==> config.mk <==
export PLATFORM = sky130hd
export DESIGN_NAME = servo_pwm_control
export DESIGN_NICKNAME = d
export VERILOG_FILES = /design/src/rtl/servo_pwm_control.sv
export SDC_FILE = /design/constraint.sdc
export NUM_CORES = 1
export LEC_CHECK = 0
export CAP_MARGIN = 20
export CORE_MARGIN = 8
export CORE_UTILIZATION = 58
export CTS_CLUSTER_DIAMETER = 50
export DETAILED_ROUTE_END_ITERATION = 8
export PLACE_DENSITY = 0.88
export SYNTH_ARGS = -nofsm -noshare
export SYNTH_HDL_FRONTEND = slang
export SYNTH_SLANG_ARGS = --single-unit
==> constraint.sdc <==
create_clock -name CLK -period 7.9 [get_ports CLK]
set_input_delay 1.185 -clock CLK [delete_from_list [all_inputs] [get_ports CLK]]
set_output_delay 1.185 -clock CLK [all_outputs]
set_load 0.01 [all_outputs]
==> src/rtl/servo_pwm_control.sv <==
// Servo PWM generator: fixed-period PWM whose high time is stepped by DIR or by a sweep tick.
// Optional sweep logic (ES/MC) is compiled in when PWM_SWEEP_EN is defined.
module servo_pwm_control #(
  parameter int unsigned PERIOD  = 2_000_000,
  parameter int unsigned PW_MIN  = 50_000,
  parameter int unsigned PW_INIT = 150_000,
  parameter int unsigned STEP    = 100
) (
  input  logic        CLK,
  input  logic        RST,
  input  logic [1:0]  DIR,
  input  logic        EN,
  input  logic        MC,
  input  logic        ES,
  input  logic [31:0] pulseWidth_max,
  output logic [31:0] pulseWidth,
  output logic        SERVO
);

  localparam int unsigned CNT_W = (PERIOD > 1) ? $clog2(PERIOD) : 1;
  localparam int unsigned PW_W  = 32;
  localparam int unsigned EXT_W = PW_W + 1;

  logic [CNT_W-1:0] r_cnt;
  logic [PW_W-1:0]  r_pw;
  logic             r_servo;

  logic             w_boundary;
  logic [CNT_W-1:0] w_cnt_next;
  logic             w_servo_next;
  logic [EXT_W-1:0] w_hi;
  logic [EXT_W-1:0] w_pw_ext;
  logic [EXT_W-1:0] w_inc_sum;
  logic [EXT_W-1:0] w_inc;
  logic [EXT_W-1:0] w_dec;
  logic [EXT_W-1:0] w_pw_next;
  logic             w_sweep_step;

`ifdef PWM_SWEEP_EN
  logic r_sweep_pending;
  logic w_sweep_pending_next;

  // MC on the boundary cycle itself is carried into the following period.
  always_comb begin
    w_sweep_pending_next = r_sweep_pending;
    w_sweep_step         = 1'b0;
    if (!ES) begin
      w_sweep_pending_next = 1'b0;
    end else if (w_boundary) begin
      w_sweep_step         = r_sweep_pending;
      w_sweep_pending_next = MC;
    end else if (MC) begin
      w_sweep_pending_next = 1'b1;
    end
  end

  always_ff @(posedge CLK) begin
    if (RST) begin
      r_sweep_pending <= 1'b0;
    end else begin
      r_sweep_pending <= w_sweep_pending_next;
    end
  end
`else
  logic w_unused_sweep;
  assign w_unused_sweep = ES ^ MC;
  assign w_sweep_step   = 1'b0;
`endif

  assign w_boundary = EN && (r_cnt == CNT_W'(PERIOD - 1));

  // Period counter and registered PWM compare.
  always_comb begin
    w_cnt_next   = r_cnt;
    w_servo_next = 1'b0;
    if (EN) begin
      w_cnt_next   = w_boundary ? '0 : r_cnt + CNT_W'(1);
      w_servo_next = (PW_W'(r_cnt) < r_pw);
    end
  end

  // Next pulse width, all arithmetic one bit wider than the register.
  always_comb begin
    w_pw_ext  = EXT_W'(r_pw);
    w_hi      = (EXT_W'(pulseWidth_max) > EXT_W'(PW_MIN)) ? EXT_W'(pulseWidth_max)
                                                          : EXT_W'(PW_MIN);
    w_inc_sum = w_pw_ext + EXT_W'(STEP);
    w_inc     = (w_inc_sum > w_hi) ? w_hi : w_inc_sum;
    w_dec     = (w_pw_ext < (EXT_W'(PW_MIN) + EXT_W'(STEP))) ? EXT_W'(PW_MIN)
                                                             : w_pw_ext - EXT_W'(STEP);
    w_pw_next = w_pw_ext;
    if (w_boundary) begin
      if (pulseWidth_max < r_pw) begin
        w_pw_next = w_hi;
      end else if (w_sweep_step) begin
        w_pw_next = w_inc;
      end else begin
`ifdef PWM_SWEEP_EN
        if (!ES) begin
`else
        begin
`endif
          case (DIR)
            2'b01:   w_pw_next = w_inc;
            2'b10:   w_pw_next = w_dec;
            default: w_pw_next = w_pw_ext;
          endcase
        end
      end
    end
  end

  always_ff @(posedge CLK) begin
    if (RST) begin
      r_cnt   <= '0;
      r_pw    <= PW_W'(PW_INIT);
      r_servo <= 1'b0;
    end else begin
      r_cnt   <= w_cnt_next;
      r_pw    <= PW_W'(w_pw_next);
      r_servo <= w_servo_next;
    end
  end

  assign pulseWidth = r_pw;
  assign SERVO      = r_servo;

endmodule

# --- Word-level counts from Yosys, hierarchy flattened ---
# Cells that the tools add are included.
word_totals:
  reg_bits: 54
  in_bits: 39
  out_inout_bits: 33
  word_cells: 25
op_classes:
  addsub: 3
  magnitude_cmp: 5
  eq_ne: 3
  muxes: 6
  bitwise: 1
  reduce_logical: 4
op_table:
  columns: ["operator", "n"]
  rows:
  - ["$mux 32", 4]
  - ["$pmux 32 s2", 1]
  - ["$add 32x7->33 const B", 1]
  - ["$gt 33x32->1", 1]
  - ["$gt 32x16->1 const B", 1]
  - ["$lt 21x32->1", 1]
  - ["$lt 32x16->1 const B", 1]
  - ["$lt 32x32->1", 1]
  - ["$sub 32x7->32 const B", 1]
  - ["$add 21x1->21 const B", 1]
  - ["$eq 21x21->1 const B", 1]
  - ["$mux 21", 1]
  - ["$reduce_bool 3->1", 1]
  - ["$eq 2x1->1 const B", 1]
  - ["$eq 2x2->1 const B", 1]
  - ["$reduce_and 2->1", 1]
  - ["$reduce_or 2->1", 1]
  - ["$logic_and 1x1->1", 1]
  - ["$not 1->1", 1]

# --- Longest topological paths before layout ---
depth:
  ltp_word: 6
  ltp_mapped: 20
  depth_no_buf: 17

# --- Worst setup path after synthesis ---
# Ideal clock, no wire load.
synth_path:
  path_type: "input to register"
  startpoint: "input pulseWidth_max[0]"
  endpoint: "register r_pw[5], in the netlist pulseWidth[5]"
  setup_time_ns: 0.120
  arrival_time_ns: 4.589
  path_slack_ns: 3.191
  stages: 19
  path_cell_list: "o41ai_1 > nand2b_1 > a21oi_1 > o21ai_0 > nand3_1 > nand2_1 > clkbuf_1 > nand2_1 > ha_1 > a21oi_1 > o21ai_1 > a2111oi_4 > o221ai_2 > a211oi_4 > o2bb2ai_2 > and2_1 > buf_6 > a311o_1 > a211o_1"
synth_between:
  elab_chain_len: 6
  word_cells_on_any_way: 9
  cone_classes: "order compare: 3; mux: 4; reduce/logical: 2"
synth_rtl:
  columns: ["item", "line_no", "source"]
  rows:
  - ["from (decl)", "15", "input logic [31:0] pulseWidth_max,"]
  - ["$gt 32x16->1", "85", "w_hi = (EXT_W'(pulseWidth_max) > EXT_W'(PW_MIN)) ? EXT_W'(pulseWidth_max)"]
  - ["$mux 32", "85", null]
  - ["$gt 33x32->1", "88", "w_inc = (w_inc_sum > w_hi) ? w_hi : w_inc_sum;"]
  - ["$mux 32", "88", null]
  - ["$pmux 32 s2", "103", "case (DIR)"]
  - ["$mux 32", "93", "if (pulseWidth_max < r_pw) begin"]
  - ["to (signal assigned)", "116", "r_pw <= PW_W'(PW_INIT);"]
  - ["to (signal assigned)", "120", "r_pw <= PW_W'(w_pw_next);"]
  - ["to (decl)", "25", "logic [PW_W-1:0] r_pw;"]
# Parallel ways exist; a longest one is shown, timed or not.
# A chain may end at the register's enable or synchronous reset.

# --- Final worst setup path ---
layout_path:
  startpoint: "input pulseWidth_max[20]"
  endpoint: "register r_pw[12], in the netlist pulseWidth[12]"
# The elaborated chain is that of the path after synthesis.

==> metrics.txt <==
Cell variety after synth 86; CP Capture Type register; fin crit period around 6200 ps; largest cells by area after synthesis dfxtp_1, ha_1, xnor2_1; period utilization 0.783; CP Cell Sequence clkdlybuf4s50_1, nor4_1, and4_1, nand2_1, nand2_1, ha_1, a21oi_1, o21ai_1, a2111oi_4, o221ai_2, a211oi_4, nand2_1, nor2_2, a221oi_1, a221oi_1; Post-CTS Setup Bufs 0; Final WS setup roughly 1700 ps; worst hold margin between 500 and 600 ps; TritonCTS clock tree done; FMAX 162 MHz; Vias 6,731; # H-tree levels 2; mux contribution to synthesized area 0.00343; Slew Limit Fails 0; clk slew on worst S/H paths 110 ps; syn avg cell area a little under 8 um2; nets 963; post-route ant nets 0; layout overhead on the synthesized area 13.2%; Post-synth EDFFs 0; I/O Pins between 70 and 80; Layout fillers approximately 880; Core Region between 0.01 and 0.015 mm2; RSZ-0062 raised after global routing false; DRT Wirelength 21,600 um; cell mode on critical path nand2_1; xor/xnor share of the synthesized area 0.0904; outcome completed; Max Cap Violations 0; PnR Total Power ~0.00055 W; Seq/Total Area, Yosys 0.174; Die Y roughly 120 um; CP max FO 12; post_cts resized 0; Wirelength per Cell ~22 um; post-synth design cell area between 0.006 and 0.007 mm2; post-synthesis simple-gate area fraction 0.247; yosys warns 0; share of cells above drive strength 1 0.0525; Pre-antenna DRT Iters 6; P_leak roughly 2.8 nW; Clock Latency Late Sink ~320 ps; max incr delay on CP 630 ps; top_reg_cell synth dfxtp_1; crit path launch type input pin; largest net degree at the start of global routing 40; Synth Register Bits 54; skew final 14.1 ps; Detailed Route Iter0 Violations 830; DP Wirelength about 16,000 um; Clock Root Buffer clkbuf_8; Final Hold Fails 0; GRT Overall Usage 0.295; ANT cells 0; multi-input logic area approximately 0.0048 mm2; Post-Synth Adder-Cell Area 0.174; Bufs and invs on worst path 1; Starting Density 0.598; Yosys top cell area share 0.174; largest family of logic cells by synthesized area compound AO/OA/AOI/OAI gates; Clock Sinks 54; total grt overflow 0; Sum Neg Setup Slack 0 ps; drc violations 0; GP Congestion between 0.9 and 1; Max Buffers Root-to-Sink 2; vias per cell 6.91; pre-CTS WS about 1700 ps; FP Rows 37; worst slew pin tran ~1000 ps; Synth Instances around 790; Crit Path Class in -> reg; number of CTS-inserted buffers 5; relative slew slack 0.340; I/O Buffers slightly below 70; initial antenna violation count 0; CP max-delay cell nor2_2; Worst path top cell family by delay simple AND/OR/NAND/NOR gates; Peak VDD IR around 0.000073 V; Crit path arrival time roughly 6400 ps; Die ar. between 0.01 and 0.015 mm2; Seq. cell area about 0.0011 mm2; # hold bufs at CTS 0; syn nets 917; number of global-route vias before repair about 6,500; Synth Area in Compound Gates 0.251; Yosys top cell by area dfxtp_1; Async SR Flop Fraction 0; CP Data Required Time slightly above 8000 ps; first-pass GRT wire length 34,400 um; PD cells ~79 mW/mm2; Die Span X between 100 and 150 um; final setup vio count 0; Hold Path Class reg -> reg
[layout by cell type, fill, tap and decap left out, types with 17 or more instances in the layout]
master / instances
ha_1: 86
clkdlybuf4s50_1: 69
nand2_1: 61
dfxtp_1: 54
a21oi_1: 54
nor2_1: 54
xnor2_1: 49
inv_1: 46
nand3_1: 40
nor3_1: 29
nand4_1: 24
o21ai_0: 19
a221oi_1: 17
[area by class of cell]
class | instances | share of cell area
timing repair buffer | 72 | 0.102
sequential | 54 | 0.154
tap | 136 | 0.0243
clock inverter | 1 | 0.00107
inverter | 55 | 0.0294
multi-input combinational | 650 | 0.679
clock buffer | 6 | 0.0103
[flip-flops by register name, indices dropped and copies added (netlist names)]
register,flops
SERVO,1
r_cnt,21
pulseWidth,32
[worst reg2reg max path: stages (launching register included)]
cell	delay, ps
dfxtp_1	500
ha_1	320
a21oi_1	160
a21oi_1	470
nand3_1	480
nor2_1	320
nand3_1	130
xnor2_1	220
ha_1	290
a21o_1	200
a221oi_2	320
nor3b_2	280
nor2_1	120
a211oi_4	470
nand2_1	450
nor2_2	630
a221oi_1	210
a221oi_1	310
[synth_stat cells (16+ instances only)]
cell / instances
ha_1: 86
nand2_1: 61
clkbuf_1: 16
xnor2_1: 49
inv_1: 46
a221oi_1: 17
a21oi_1: 54
o21ai_0: 19
nor2_1: 54
nand3_1: 40
nand4_1: 24
nor3_1: 29
dfxtp_1: 54
[cells by family (layout without fill, tap and decap cells)]
family / after synthesis / in the layout
AO/OA/AOI/OAI: 212 / 212
XOR/XNOR: 64 / 64
adder cells (fa/ha/maj): 86 / 86
buffers and inverters: 88 / 134
flip-flops: 54 / 54
multiplexers: 2 / 2
AND/OR/NAND/NOR: 286 / 286
[report_power, final]
group,internal (W),switching [W]
Combinational,0.0000441,0.0000701
Clock,0.0000614,0.000103
Sequential,0.000273,0.00000126
Total,0.000379,0.000174
[per-stage QoR]
step	instances	area, um2	utilization
floorplan	792	6200	-
global placement	967	6940	0.669
detailed placement	967	6940	0.669
CTS	974	7020	0.677
global route	974	7020	0.677
finish	974	7020	0.677
[per-layer routing]
layer	share of wire	vias to the layer above	routed length, um	global-route usage
li1	-	3061	-	-
met5	0	-	0	0
met2	0.44	482	9430	0.460
met3	0.12	94	2500	0.0605
met1	0.40	3094	8640	0.383
met4	0.046	0	998	0.137
[path summary, 6_finish.rpt]
path                                    from                           to  slack (ps)  cells after the start
setup / recovery          pulseWidth_max[20]  pulseWidth[12]$_SDFFE_PP0P_        1710                     15
hold / removal        r_cnt[20]$_SDFFE_PP0P_       r_cnt[20]$_SDFFE_PP0P_         550                      2
setup reg to reg  pulseWidth[3]$_SDFFE_PP0P_  pulseWidth[12]$_SDFFE_PP0P_        1910                     17
hold reg to reg       r_cnt[20]$_SDFFE_PP0P_       r_cnt[20]$_SDFFE_PP0P_         550                      2
(Power assumes the default switching activity.)
